**config.mk**
```make
export PLATFORM = sky130hd
export DESIGN_NAME = div_unit
export DESIGN_NICKNAME = d
export VERILOG_FILES = /design/src/rtl/div_pkg.sv /design/src/rtl/div_step.sv /design/src/rtl/div_unit.sv
export SDC_FILE = /design/constraint.sdc
export NUM_CORES = 1
export LEC_CHECK = 0
export CAP_MARGIN = 0
export CORE_MARGIN = 2
export CORE_UTILIZATION = 64
export DETAILED_ROUTE_END_ITERATION = 8
export PLACE_DENSITY_LB_ADDON = 0.3
export SYNTH_ARGS = -nofsm -noshare
export SYNTH_HDL_FRONTEND = slang
export SYNTH_SLANG_ARGS = --single-unit
```
**constraint.sdc**
```tcl
create_clock -name clk -period 7.8 [get_ports clk]
set_input_delay 1.95 -clock clk [delete_from_list [all_inputs] [get_ports clk]]
set_output_delay 1.95 -clock clk [all_outputs]
set_load 0.02 [all_outputs]
```
**src/rtl/div_pkg.sv**
```systemverilog
// div_pkg: shared types and constants for the RV32M multi-cycle divider.
`default_nettype none

package div_pkg;

  typedef enum logic [1:0] {
    DIV  = 2'b00,
    DIVU = 2'b01,
    REM  = 2'b10,
    REMU = 2'b11
  } div_op_t;

  typedef enum logic [1:0] {
    IDLE = 2'b00,
    CALC = 2'b01,
    FIX  = 2'b10,
    DONE = 2'b11
  } div_state_t;

  localparam logic [31:0] INT_MIN = 32'h8000_0000;

endpackage

`default_nettype wire

```
**src/rtl/div_step.sv**
```systemverilog
// div_step: one combinational restoring radix-2 division iteration.
`default_nettype none

module div_step #(
  parameter int WIDTH = 32
) (
  input  logic [WIDTH-1:0] rem,
  input  logic [WIDTH-1:0] quo,
  input  logic [WIDTH-1:0] divisor,
  output logic [WIDTH-1:0] next_rem,
  output logic [WIDTH-1:0] next_quo
);

  logic [WIDTH:0] w_rem_sh;
  logic [WIDTH:0] w_trial;

  // Since rem < divisor, the trial fits in WIDTH+1 bits with bit WIDTH as sign.
  assign w_rem_sh = {rem, quo[WIDTH-1]};
  assign w_trial  = w_rem_sh - {1'b0, divisor};

  assign next_rem = w_trial[WIDTH] ? w_rem_sh[WIDTH-1:0] : w_trial[WIDTH-1:0];
  assign next_quo = {quo[WIDTH-2:0], ~w_trial[WIDTH]};

endmodule

`default_nettype wire

```
**src/rtl/div_unit.sv**
```systemverilog
// div_unit: multi-cycle RV32M DIV/DIVU/REM/REMU responder with stall/done handshake.
`default_nettype none

module div_unit
  import div_pkg::*;
#(
  parameter int WIDTH = 32,
  parameter int CNT_W = 6
) (
  input  logic             clk,
  input  logic             rst,
  input  logic             start,
  input  logic [1:0]       op,
  input  logic [WIDTH-1:0] dividend,
  input  logic [WIDTH-1:0] divisor,
  input  logic             kill,
  output logic             stall,
  output logic             done,
  output logic [WIDTH-1:0] result
);

  localparam logic [WIDTH-1:0] C_MIN = {1'b1, {(WIDTH-1){1'b0}}};

  div_state_t       r_state;
  logic [WIDTH-1:0] r_rem;
  logic [WIDTH-1:0] r_quo;
  logic [WIDTH-1:0] r_dvs;
  logic [CNT_W-1:0] r_cnt;
  logic             r_sel_rem;
  logic             r_neg_q;
  logic             r_neg_r;
  logic [WIDTH-1:0] r_result;

  logic             w_idle_or_done;
  logic             w_accept;
  logic             w_signed;
  logic             w_sel_rem;
  logic             w_a_neg;
  logic             w_b_neg;
  logic [WIDTH-1:0] w_abs_a;
  logic [WIDTH-1:0] w_abs_b;
  logic             w_div0;
  logic             w_ovf;
  logic [WIDTH-1:0] w_spec_res;
  logic [WIDTH-1:0] w_fix_res;
  logic [WIDTH-1:0] w_next_rem;
  logic [WIDTH-1:0] w_next_quo;

  assign w_idle_or_done = (r_state == IDLE) || (r_state == DONE);
  assign w_accept       = start && !kill && w_idle_or_done;

  assign w_signed  = (op == DIV) || (op == REM);
  assign w_sel_rem = (op == REM) || (op == REMU);
  assign w_a_neg   = w_signed && dividend[WIDTH-1];
  assign w_b_neg   = w_signed && divisor[WIDTH-1];
  assign w_abs_a   = w_a_neg ? -dividend : dividend;
  assign w_abs_b   = w_b_neg ? -divisor : divisor;

  // Divide-by-zero and signed overflow bypass the iteration entirely.
  assign w_div0 = (divisor == '0);
  assign w_ovf  = w_signed && (dividend == C_MIN) && (divisor == '1);

  always_comb begin
    w_spec_res = '0;
    if (w_div0) begin
      w_spec_res = w_sel_rem ? dividend : '1;
    end else begin
      w_spec_res = w_sel_rem ? '0 : C_MIN;
    end
  end

  assign w_fix_res = r_sel_rem ? (r_neg_r ? -r_rem : r_rem)
                               : (r_neg_q ? -r_quo : r_quo);

  div_step #(.WIDTH(WIDTH)) u_step (
    .rem      (r_rem),
    .quo      (r_quo),
    .divisor  (r_dvs),
    .next_rem (w_next_rem),
    .next_quo (w_next_quo)
  );

  always_ff @(posedge clk or negedge rst) begin
    if (!rst) begin
      r_state   <= IDLE;
      r_rem     <= '0;
      r_quo     <= '0;
      r_dvs     <= '0;
      r_cnt     <= '0;
      r_sel_rem <= 1'b0;
      r_neg_q   <= 1'b0;
      r_neg_r   <= 1'b0;
      r_result  <= '0;
    end else if (kill) begin
      r_state <= IDLE;
    end else begin
      case (r_state)
        IDLE, DONE: begin
          if (w_accept) begin
            r_sel_rem <= w_sel_rem;
            r_neg_q   <= w_a_neg ^ w_b_neg;
            r_neg_r   <= w_a_neg;
            r_rem     <= '0;
            r_quo     <= w_abs_a;
            r_dvs     <= w_abs_b;
            r_cnt     <= CNT_W'(WIDTH - 1);
            if (w_div0 || w_ovf) begin
              r_result <= w_spec_res;
              r_state  <= DONE;
            end else begin
              r_state  <= CALC;
            end
          end else begin
            r_state <= IDLE;
          end
        end
        CALC: begin
          r_rem <= w_next_rem;
          r_quo <= w_next_quo;
          r_cnt <= r_cnt - 1'b1;
          if (r_cnt == '0) begin
            r_state <= FIX;
          end
        end
        FIX: begin
          r_result <= w_fix_res;
          r_state  <= DONE;
        end
        default: r_state <= IDLE;
      endcase
    end
  end

  assign stall  = w_accept || (r_state == CALC) || (r_state == FIX);
  assign done   = (r_state == DONE);
  assign result = r_result;

endmodule

`default_nettype wire

```
# Yosys cells after proc, flatten, opt, wreduce, memory -nomap -nowiden
# Index checks and enable logic that the tools add are counted.
# word_totals
word_cells	74
out_inout_bits	34
inputBits	70
ff_bits	139
# op_classes
bitwise_logic	3
add_sub_neg	6
muxes	23
n_reduce_logical	23
n_eq_ne	10
# op_table
cell	count
$mux 32	13
$pmux 32 s2	3
$neg 32->32	4
$eq 32x32->1 const B	2
$sub 33x32->33	1
$logic_not 32->1	1
$pmux 6 s2	1
$eq 2x2->1 const B	4
$mux 2	4
$logic_and 1x1->1	6
$logic_not 6->1	1
$logic_or 1x1->1	6
$mux 6	1
$pmux 2 s3	1
$reduce_and 3->1	2
$sub 6x1->6 const B	1
$logic_not 2->1	2
$ne 2x2->1 const B	2
$reduce_and 4->1	1
$reduce_bool 2->1	2
$ne 3x3->1 const B	1
$eq 2x1->1 const B	1
$not 1->1	2
$reduce_or 2->1	1
other kinds (2)	2

# Logic depth before layout (Yosys ltp)
# Gate-level depths: netlist (run 1).
# depth
depth_word	9
mapped_depth	14
mapped_depth_nobuf	12

# Modules after synthesis
# Synthesis (run 1) repeated with hierarchy kept, for this count alone.
# hier_totals
cells_unflattened	1453
area_unflattened_um2	11574.9
# modules_own_cells
module	n_inst	cells_each	seq_area_each_um2	area_each_um2
div_unit	1	1116	3478.3	8976.1
div_step	1	337	0.0	2598.7

# Worst setup path before layout (run 1)
# No wires, ideal clock.
# synth_timing
kind	input-to-output
start	in start
end	out stall
path_stages	2
t_required_ps	5850
arrival_time_ps	2660
path_buffers	0
setup_slack_ps	3190
cell_sequence	nor3b_1 -> or3_1
# synth_between
elab_chain_cells	4
# synth_lines
item	line_no	text
start, declared	div_unit.sv:12	input logic start,
$logic_and 1x1->1 (2 in series)	div_unit.sv:50	assign w_accept = start && !kill && w_idle_or_done;
$logic_or 1x1->1 (2 in series)	div_unit.sv:134	assign stall = w_accept || (r_state == CALC) || (r_state == FIX);
end, declared	div_unit.sv:17	output logic stall,
# No other way between the ends.

# Worst setup path in the final report (run 1)
# Ends and elaborated chain as after synthesis.

==> out/results.ini, run 1 <==
[run_status]
outcome = finished, final reports clean

[detailed_routing]
first_pass_iters = 6
wl_per_cell_um = 20.0
drtAntennaViolNets = 0
viasPerCell = 6.55
drcViolationCount = 0
wirelength_um = 34300
first_iter_violations = 1504
num_vias = 11240

[die]
die-area_um2 = 18600
rows = 48
io_pins = 104
die_h_um = 136
core-area_um2 = 17200
die-width_um = 136
start_util_pct = 65.1

[grt]
antenna_found_initial = 0
met2_usage_pct = 56.9
grt.met3_usage_pct = 9.96
grt_use_met1_pct = 51.8
grt_max_degree = 98
top_usage_layer = met2
track_usage_pct = 37.3
overflow = 0
grt_pass1_vias = 9989
grt_first_pass_wirelength_um = 53600

[sta]
worst_pin_slew_ns = 1.13
relSlewSlack_pct = 24.4
hold_viol = 0
rsz0062_at_grt = no
period_minus_slack_ns = 5.83
whs_ns = 0.477
max_freq_mhz = 172
slew_violations = 0
skew_ns = 0.00739
tns_ns = 0
setup_violations = 0
post-route-period-util_pct = 74.7

[power_and_ir_drop]
ir_worst_vdd_uv = 425
leakagePower_nw = 5.40
p_clk_share_pct = 16.6
switchingPower_mw = 2.46
power.total_mw = 5.07
intPower_mw = 2.62
p_comb_share_pct = 56.5
power_density_nw_per_um2 = 394
pwr-share-seq_pct = 27.0
sw_frac_of_total_pct = 48.4

[clock_network]
htreeDepth = 4
post_cts_resized = 0
cts_num_sinks = 139
cts_tree = done
cts_made_buffers = 17
cts_root_buffer = clkbuf_16
clkTransAtPathRegs_ns = 0.06
cts_buffer_depth = 2
hold_buffers = 0
clk_latency_ns = 0.44
postCtsSetupBuffers = 0

[placed_design]
dp_hpwl_um = 24600
gp_congestion = 0.968
portBuffers = 103
place_area_um2 = 12300

[synthesis]
ys_ff_latch = 139
ys_types = 78
async_flop_share_pct = 100
syn_area_um2 = 11200
synth_edf_count = 0
synthFlopType = dfrtp_1
syn_nets = 1545
synth_area_per_cell_um2 = 7.84
ys_seq_area_share_pct = 31.0
yosysWarnings = 0
synthCells = 1432

[layout]
final_design_area_no_fill_um2 = 12900
nFillCells = 1298
nets = 1592
antenna_cells = 0
drive_gt1_share_pct = 5.03
area_growth_syn_to_layout_pct = 14.5
final_util_pct = 74.6

[setup_path]
crit_path_cell_trace = clkdlybuf4s50_1, nor3b_1, or3_1, clkdlybuf4s50_1
path_class = input pin to output pin
cp_common_cell = clkdlybuf4s50_1
worstPathArrival_ns = 3.88
worstPathMaxFanout = 5
cp-start-kind = input pin
slowest_stage = clkdlybuf4s50_1
crit_required_ns = 5.85
path_delay_family = buffers and inverters
slowest_delay_ns = 0.59
worstSetupEndpointType = output pin
crit_buf_inv = 2

[run]
max-cap-violations = 0

[min_path]
hold_path.class = register to register

==> final cells by class <==
type | instances | area, um2 | share of cell area, %
multi-input combinational | 1147 | 7170 | 55.7
sequential | 139 | 3480 | 27.0
timing repair buffer | 113 | 1110 | 8.61
clock buffer | 18 | 439 | 3.41
tap | 225 | 282 | 2.19
inverter | 61 | 229 | 1.78
clock inverter | 14 | 160 | 1.25
==> Yosys cell counts, types with 23 or more instances <==
cell        n  share of area [%]
mux2i_1    25                2.2
nor2_1    103                3.4
clkbuf_1   63                2.1
nand3_1    30                1.3
nor3_1     24                1.1
nand2_1   186                6.2
xnor2_1    75                5.9
dfrtp_1   139                 31
a21o_1     31                2.1
a21oi_1   112                5.0
o211ai_1   23                1.5
o21ai_0   167                7.4
inv_1      60                2.0
ha_1       42                4.7
xor2_1     67                5.2
==> metrics by stage <==
step                instances  setup slack (ns)
floorplan                1432              3.19
global placement         1685              2.01
detailed placement       1685              1.98
CTS                      1717              1.97
global route             1717              1.87
finish                   1717              1.97
==> worst paths after layout <==
check                            end  cells after the start  slack, ns       from
hold / removal             r_dvs[25]                      2       0.48  r_dvs[25]
hold reg to reg            r_dvs[25]                      2       0.48  r_dvs[25]
max in group asynchronous  r_rem[29]                      2       4.89        rst
setup reg to reg           r_rem[13]                     12       3.39  r_quo[31]
min in group asynchronous   r_cnt[4]                      1       1.54        rst
setup / recovery               stall                      4       1.97      start
==> cells in the final DEF, fill, tap and decap left out, types with 6 or more instances in the layout <==
| master | n |
|---|---|
| clkbuf_16 | 17 |
| nor2_1 | 103 |
| and3_1 | 11 |
| dfrtp_1 | 139 |
| o311ai_0 | 8 |
| nor4_1 | 15 |
| inv_1 | 60 |
| buf_4 | 10 |
| nand2b_1 | 12 |
| a21o_1 | 31 |
| a31oi_1 | 7 |
| xnor2_1 | 75 |
| ha_1 | 41 |
| clkdlybuf4s50_1 | 102 |
| xor2_1 | 67 |
| a21oi_2 | 14 |
| or4_1 | 11 |
| o21ai_1 | 17 |
| o31ai_1 | 22 |
| inv_6 | 6 |
| nand2_1 | 186 |
| mux2i_1 | 25 |
| nand4_1 | 22 |
| o21a_1 | 7 |
| o41ai_1 | 15 |
| nor2b_1 | 9 |
| or3_1 | 21 |
| nand3_1 | 30 |
| a21oi_1 | 112 |
| o211ai_1 | 23 |
| nor3b_1 | 6 |
| nor3_1 | 24 |
| o21ai_0 | 167 |
==> sequential cells by signal, summed over array words and instances (netlist names) <==
name and flops:
r_dvs 32, r_sel_rem 1, r_state 2, r_quo 32
result 32, r_neg_q 1, r_neg_r 1, r_cnt 6
r_rem 32
==> routing by layer <==
layer  vias up  part of all wire [%]
met5         -                     0
met3       103                    11
li1       5226                     -
met4         0                   2.9
met2       681                    44
met1      5230                    41
==> power by group through the flow <==
stage                     combinational [mW]  sequential, mW  clock (mW)
after detailed placement                2.77            1.36           0
final                                   2.87            1.37       0.840
after global placement                  2.70            1.34           0
after floorplan                         2.05            1.28           0
after global routing                    3.13            1.39       0.871
after CTS                               2.80            1.35       0.839
==> worst min-delay path, delay by kind of cell (launching register included) <==
family	cells	cell delay [ns]
simple gates	1	0.05
compound gates	1	0.06
flops	1	0.34
==> cell families (layout without fill, tap and decap cells) <==
group / Yosys count / in the layout / synth area share [%]
and+or+nand+nor: 468 / 468 / 19.6
adders and majority gates: 43 / 43 / 4.86
buffers and inverters: 146 / 206 / 5.33
xor gates and xnor gates: 143 / 143 / 11.3
AOI/OAI and AO/OA: 467 / 467 / 25.6
DFF: 139 / 139 / 31.0
muxes: 26 / 26 / 2.33
Note: power is estimated with default switching activity, not from simulation.
==> inputs of run 2 (changes only) <==
Settings changed: CORE_UTILIZATION 64 to 59.
Clock period 7.8 ns to 6 ns, I/O delays scaled along.
==> run 2 against run 1 <==
Net effect: via count is 1.3% lower; register-to-register slack worse by 1.7 ns; die area is 8.2% higher.
==> out/results.ini, run 2 (synthesis results as in run 1) <==
[placed_design]
portBuffers = 103  ; unchanged
gp_congestion = 0.967  ; about the same
placed_cells = 1694  ; +0.53%
dp_hpwl_um = 24800  ; +1.1%

[die]
start_util_pct = 60.0  ; -5.1 points
die-area_um2 = 20100  ; +8.2%
die_h_um = 142  ; +4.0%
rows = 50  ; +4.2%
die-width_um = 142  ; +4.0%
io_pins = 104  ; unchanged
core-area_um2 = 18700  ; +8.5%

[min_path]
min_to = result[6]
hold_depth = 1  ; -1
hold_path.class = register to register
hold_start = result[6]

[clock_network]
hold_buffers = 0  ; unchanged
cts_made_buffers = 17  ; unchanged
cts_buffer_depth = 2  ; unchanged
cts_tree = done
cts_num_sinks = 139  ; unchanged
postCtsSetupBuffers = 0  ; unchanged
post_cts_resized = 0  ; unchanged
clkTransAtPathRegs_ns = 0.07  ; about the same
cts_root_buffer = clkbuf_16
htreeDepth = 4  ; unchanged
clk_latency_ns = 0.44  ; about the same

[detailed_routing]
drcViolationCount = 0  ; unchanged
viasPerCell = 6.43  ; -1.8%
num_vias = 11091  ; -1.3%
first_pass_iters = 7  ; +1
drtAntennaViolNets = 0  ; unchanged
wl_per_cell_um = 19.8  ; -0.99%
first_iter_violations = 1343  ; -11%
wirelength_um = 34100  ; -0.47%

[power_and_ir_drop]
ir_worst_vdd_uv = 293  ; -31%
switchingPower_mw = 3.19  ; +30%
power.total_mw = 6.59  ; +30%
power_density_nw_per_um2 = 512  ; +30%
p_clk_share_pct = 16.7  ; about the same
leakagePower_nw = 5.41  ; +0.12%
pwr-share-seq_pct = 26.8  ; -0.2 points
intPower_mw = 3.40  ; +30%
sw_frac_of_total_pct = 48.5  ; about the same
p_comb_share_pct = 56.5  ; about the same

[grt]
grt_first_pass_wirelength_um = 54200  ; +1.1%
antenna_found_initial = 0  ; unchanged
grt_max_degree = 97  ; -1.0%
overflow = 0  ; unchanged
track_usage_pct = 34.2  ; -3.1 points
grt_pass1_vias = 10162  ; +1.7%

[sta]
tns_ns = 0  ; unchanged
hold_viol = 0  ; unchanged
worst_pin_slew_ns = 1.17  ; +0.0378 ns
skew_ns = 0.00871  ; +0.00131 ns
relSlewSlack_pct = 21.9  ; -2.5 points
max_freq_mhz = 204
period_minus_slack_ns = 4.91
rsz0062_at_grt = no
setup_violations = 0  ; unchanged
post-route-period-util_pct = 81.8
slew_violations = 0  ; unchanged

[setup_path]
ff2ff_path_depth = 12  ; unchanged
worstPathArrival_ns = 3.41  ; -0.47 ns
reg2reg_slack_ns = 1.65  ; -1.74 ns
worstSetupEndpointType = output pin
crit_required_ns = 4.50  ; -1.35 ns
worstPathMaxFanout = 5  ; unchanged
cp-start-kind = input pin
r2r-end = r_rem[14]
path_class = input pin to output pin
r2r-start = r_quo[31]

[run]
max-cap-violations = 0  ; unchanged

[layout]
antenna_cells = 0  ; unchanged
final_cell_mix = nand2_1 (186), o21ai_0 (167), dfrtp_1 (139)
register_area_um2 = 3480  ; unchanged
final_cells = 1726  ; +0.52%
area_growth_syn_to_layout_pct = 14.7
nFillCells = 1565  ; +21%
nets = 1592  ; unchanged
final_common_cell = nand2_1
multi_input_area_um2 = 7170  ; unchanged
drive_gt1_share_pct = 5.03  ; unchanged
final_util_pct = 68.8  ; -5.8 points

[run_status]
outcome = finished, final reports clean

==> run 2: cell types whose count changed in the layout (fill, tap and decap cells not counted), sizes merged <==
cell | previous run | this run
inv | 66 | 69
clkbuf | 18 | 17
clkinvlp | 1 | 0
clkinv | 6 | 5
==> run 2: how the worst max path moves through the flow <==
stage / startpoint / endpoint / slack (ns) / cells past startpoint
after floorplan: start / stall / 2.29 / 2
after global placement: divisor[2] / result[6] / 1.12 / 10
after detailed placement: divisor[2] / result[29] / 1.05 / 10
after CTS: start / stall / 1.08 / 4
after global routing: start / stall / 0.97 / 4
final: start / stall / 1.09 / 4
==> run 2: metal layers <==
layer	track usage [%]	share of wire, %	wire length [um]
met5	0	0	0
met4	11.8	2.9	995
met3	8.28	9.7	3330
met2	51.7	44	14900
met1	48.3	44	14900
==> run 2: area by class of cell <==
class | count | share of cell area (%)
multi-input cells | 1147 | 55.7
flip-flops and latches | 139 | 27.0
repair buffers | 113 | 8.60
clock buffers | 17 | 3.30
well taps | 234 | 2.27
inverters | 61 | 1.78
clock inverters | 15 | 1.38
==> run 2: power by group through the flow <==
stage | Clock (mW) | Sequential [mW] | Combinational (mW)
after floorplan | 0 | 1.66 | 2.67
after global placement | 0 | 1.74 | 3.54
after CTS | 1.10 | 1.75 | 3.64
final | 1.10 | 1.77 | 3.72
after global routing | 1.15 | 1.81 | 4.07
after detailed placement | 0 | 1.76 | 3.61
==> run 2: critical path, cell delays in order <==
cell and delay, ns:
clkdlybuf4s50_1 0.58, nor3b_1 0.54, or3_1 0.18, clkdlybuf4s50_1 0.59
==> run 2: per-stage QoR <==
step | setup WS [ns] | hold WS (ns) | area [um2]
global placement | 1.12 | 0.463 | 12300
CTS | 1.08 | 0.482 | 12900
detailed placement | 1.05 | 0.471 | 12300
global route | 0.967 | 0.501 | 12900
floorplan | 2.29 | 0.450 | 11200
finish | 1.09 | 0.475 | 12900
==> inputs of run 3 (changes only) <==
Clock period 6 ns to 5 ns, I/O delays scaled along.
==> run 3 against run 2 <==
Net effect: first-iteration DRC count up 8.1%; critical path depth is the same; final area about the same; non-clock buffer count is 5 higher; routed wire length shrank 2.0%; sequential share of layout area barely moved; global-route usage down 0.74 points; power grew 18%; critical path type unchanged; largest cell class unchanged; largest power group unchanged.
==> out/results.ini, run 3 (synthesis results as in run 1) <==
[clock_network]
cts_made_buffers = 17  ; unchanged
cts_root_buffer = clkbuf_16
clk_latency_ns = 0.44  ; about the same
cts_tree = done
post_cts_resized = 0  ; unchanged
postCtsSetupBuffers = 0  ; unchanged
cts_num_sinks = 139  ; unchanged
hold_buffers = 0  ; unchanged
clkTransAtPathRegs_ns = 0.07  ; about the same
htreeDepth = 4  ; unchanged
cts_buffer_depth = 2  ; unchanged

[layout]
drive_gt1_share_pct = 5.34  ; +0.32 points
area_growth_syn_to_layout_pct = 14.6  ; about the same
antenna_cells = 0  ; unchanged
final_design_area_no_fill_um2 = 12900  ; about the same
nFillCells = 1520  ; -2.9%
final_cells = 1731  ; +0.29%
final_common_cell = nand2_1
final_util_pct = 68.8  ; about the same
nets = 1597  ; +0.31%
final_cell_mix = nand2_1 (186), o21ai_0 (167), dfrtp_1 (139)

[setup_path]
cp-start-kind = input pin
r2r-start = r_quo[31]
reg2reg_slack_ns = 1.01  ; -0.64 ns
worstSetupEndpointType = output pin
worstPathMaxFanout = 5  ; unchanged
r2r-end = r_rem[3]
crit_required_ns = 3.75  ; -0.75 ns
worstPathArrival_ns = 2.94  ; -0.47 ns
path_class = input pin to output pin
ff2ff_path_depth = 13  ; +1

[min_path]
hold_path.class = register to register
hold_depth = 1  ; unchanged
min_to = result[6]
hold_start = result[6]

[detailed_routing]
drtAntennaViolNets = 0  ; unchanged
num_vias = 11129  ; +0.34%
drcViolationCount = 0  ; unchanged
first_pass_iters = 6  ; -1
wirelength_um = 33400  ; -2.0%
wl_per_cell_um = 19.3  ; -2.3%
viasPerCell = 6.43  ; about the same
first_iter_violations = 1452  ; +8.1%

[sta]
skew_ns = 0.0101  ; +0.00134 ns
tns_ns = 0  ; unchanged
max_freq_mhz = 239
hold_viol = 0  ; unchanged
worst_pin_slew_ns = 1.12  ; -0.0481 ns
slew_violations = 0  ; unchanged
period_minus_slack_ns = 4.19
post-route-period-util_pct = 83.8
rsz0062_at_grt = no
whs_ns = 0.478  ; +0.00295 ns
setup_slack_ns = 0.811  ; -0.282 ns
relSlewSlack_pct = 25.1  ; +3.2 points
setup_violations = 0  ; unchanged

[grt]
top_usage_layer = met2
antenna_found_initial = 0  ; unchanged
grt_pass1_vias = 9960  ; -2.0%
met2_usage_pct = 51.1  ; -0.51 points
grt_use_met1_pct = 46.5  ; -1.8 points
track_usage_pct = 33.5  ; -0.74 points
grt_first_pass_wirelength_um = 53400  ; -1.5%
grt.met3_usage_pct = 8.48  ; +0.20 points
overflow = 0  ; unchanged
grt_max_degree = 76  ; -22%

[placed_design]
gp_congestion = 1.00  ; +3.7%
placed_cells = 1699  ; +0.30%
portBuffers = 103  ; unchanged
dp_hpwl_um = 24700  ; -0.28%
place_ws_ns = 0.573  ; -0.481 ns
place_area_um2 = 12300  ; +0.31%

[die]
start_util_pct = 60.0  ; unchanged
die-width_um = 142  ; unchanged
die_h_um = 142  ; unchanged
rows = 50  ; unchanged
io_pins = 104  ; unchanged
core-area_um2 = 18700  ; unchanged
die-area_um2 = 20100  ; unchanged

[power_and_ir_drop]
power_density_nw_per_um2 = 604  ; +18%
power.total_mw = 7.77  ; +18%
leakagePower_nw = 5.41  ; about the same
ir_worst_vdd_uv = 565  ; +93%

[run_status]
outcome = finished, final reports clean

[run]
max-cap-violations = 0  ; unchanged

## run 3: how the worst max path moves through the flow
stage,from,endpoint,cells past startpoint
3_5_place_dp,divisor[2],result[3],11
5_1_grt,divisor[2],result[4],11
2_1_floorplan,divisor[10],result[2],9
4_1_cts,start,stall,4
6_report,start,stall,4
3_3_place_gp,divisor[2],result[3],10
## run 3: layer usage
| layer | vias up | wire [um] |
|---|---|---|
| li1 | 5220 | - |
| met1 | 5228 | 14000 |
| met2 | 596 | 14800 |
| met3 | 85 | 3540 |
| met4 | 0 | 1120 |
| met5 | - | 0 |
## run 3: critical path, stage by stage
cell             delay [ns]
clkdlybuf4s50_1        0.60
nor3b_1                0.34
or3_1                  0.16
clkdlybuf4s50_1        0.60
## run 3: final cells by class
class	instances	area, um2	area share [%]
Clock buffer	17	425	3.31
Clock inverter	15	130	1.01
Inverter	61	229	1.78
Multi-Input combinational cell	1147	7170	55.7
Sequential cell	139	3480	27.0
Tap cell	234	293	2.28
Timing Repair Buffer	118	1140	8.90
## run 3: power breakdown
group	internal [mW]	total (mW)	switching [mW]
registers	1.55	2.12	0.569
logic	1.78	4.43	2.65
clock network	0.653	1.23	0.572
total	3.98	7.77	3.79
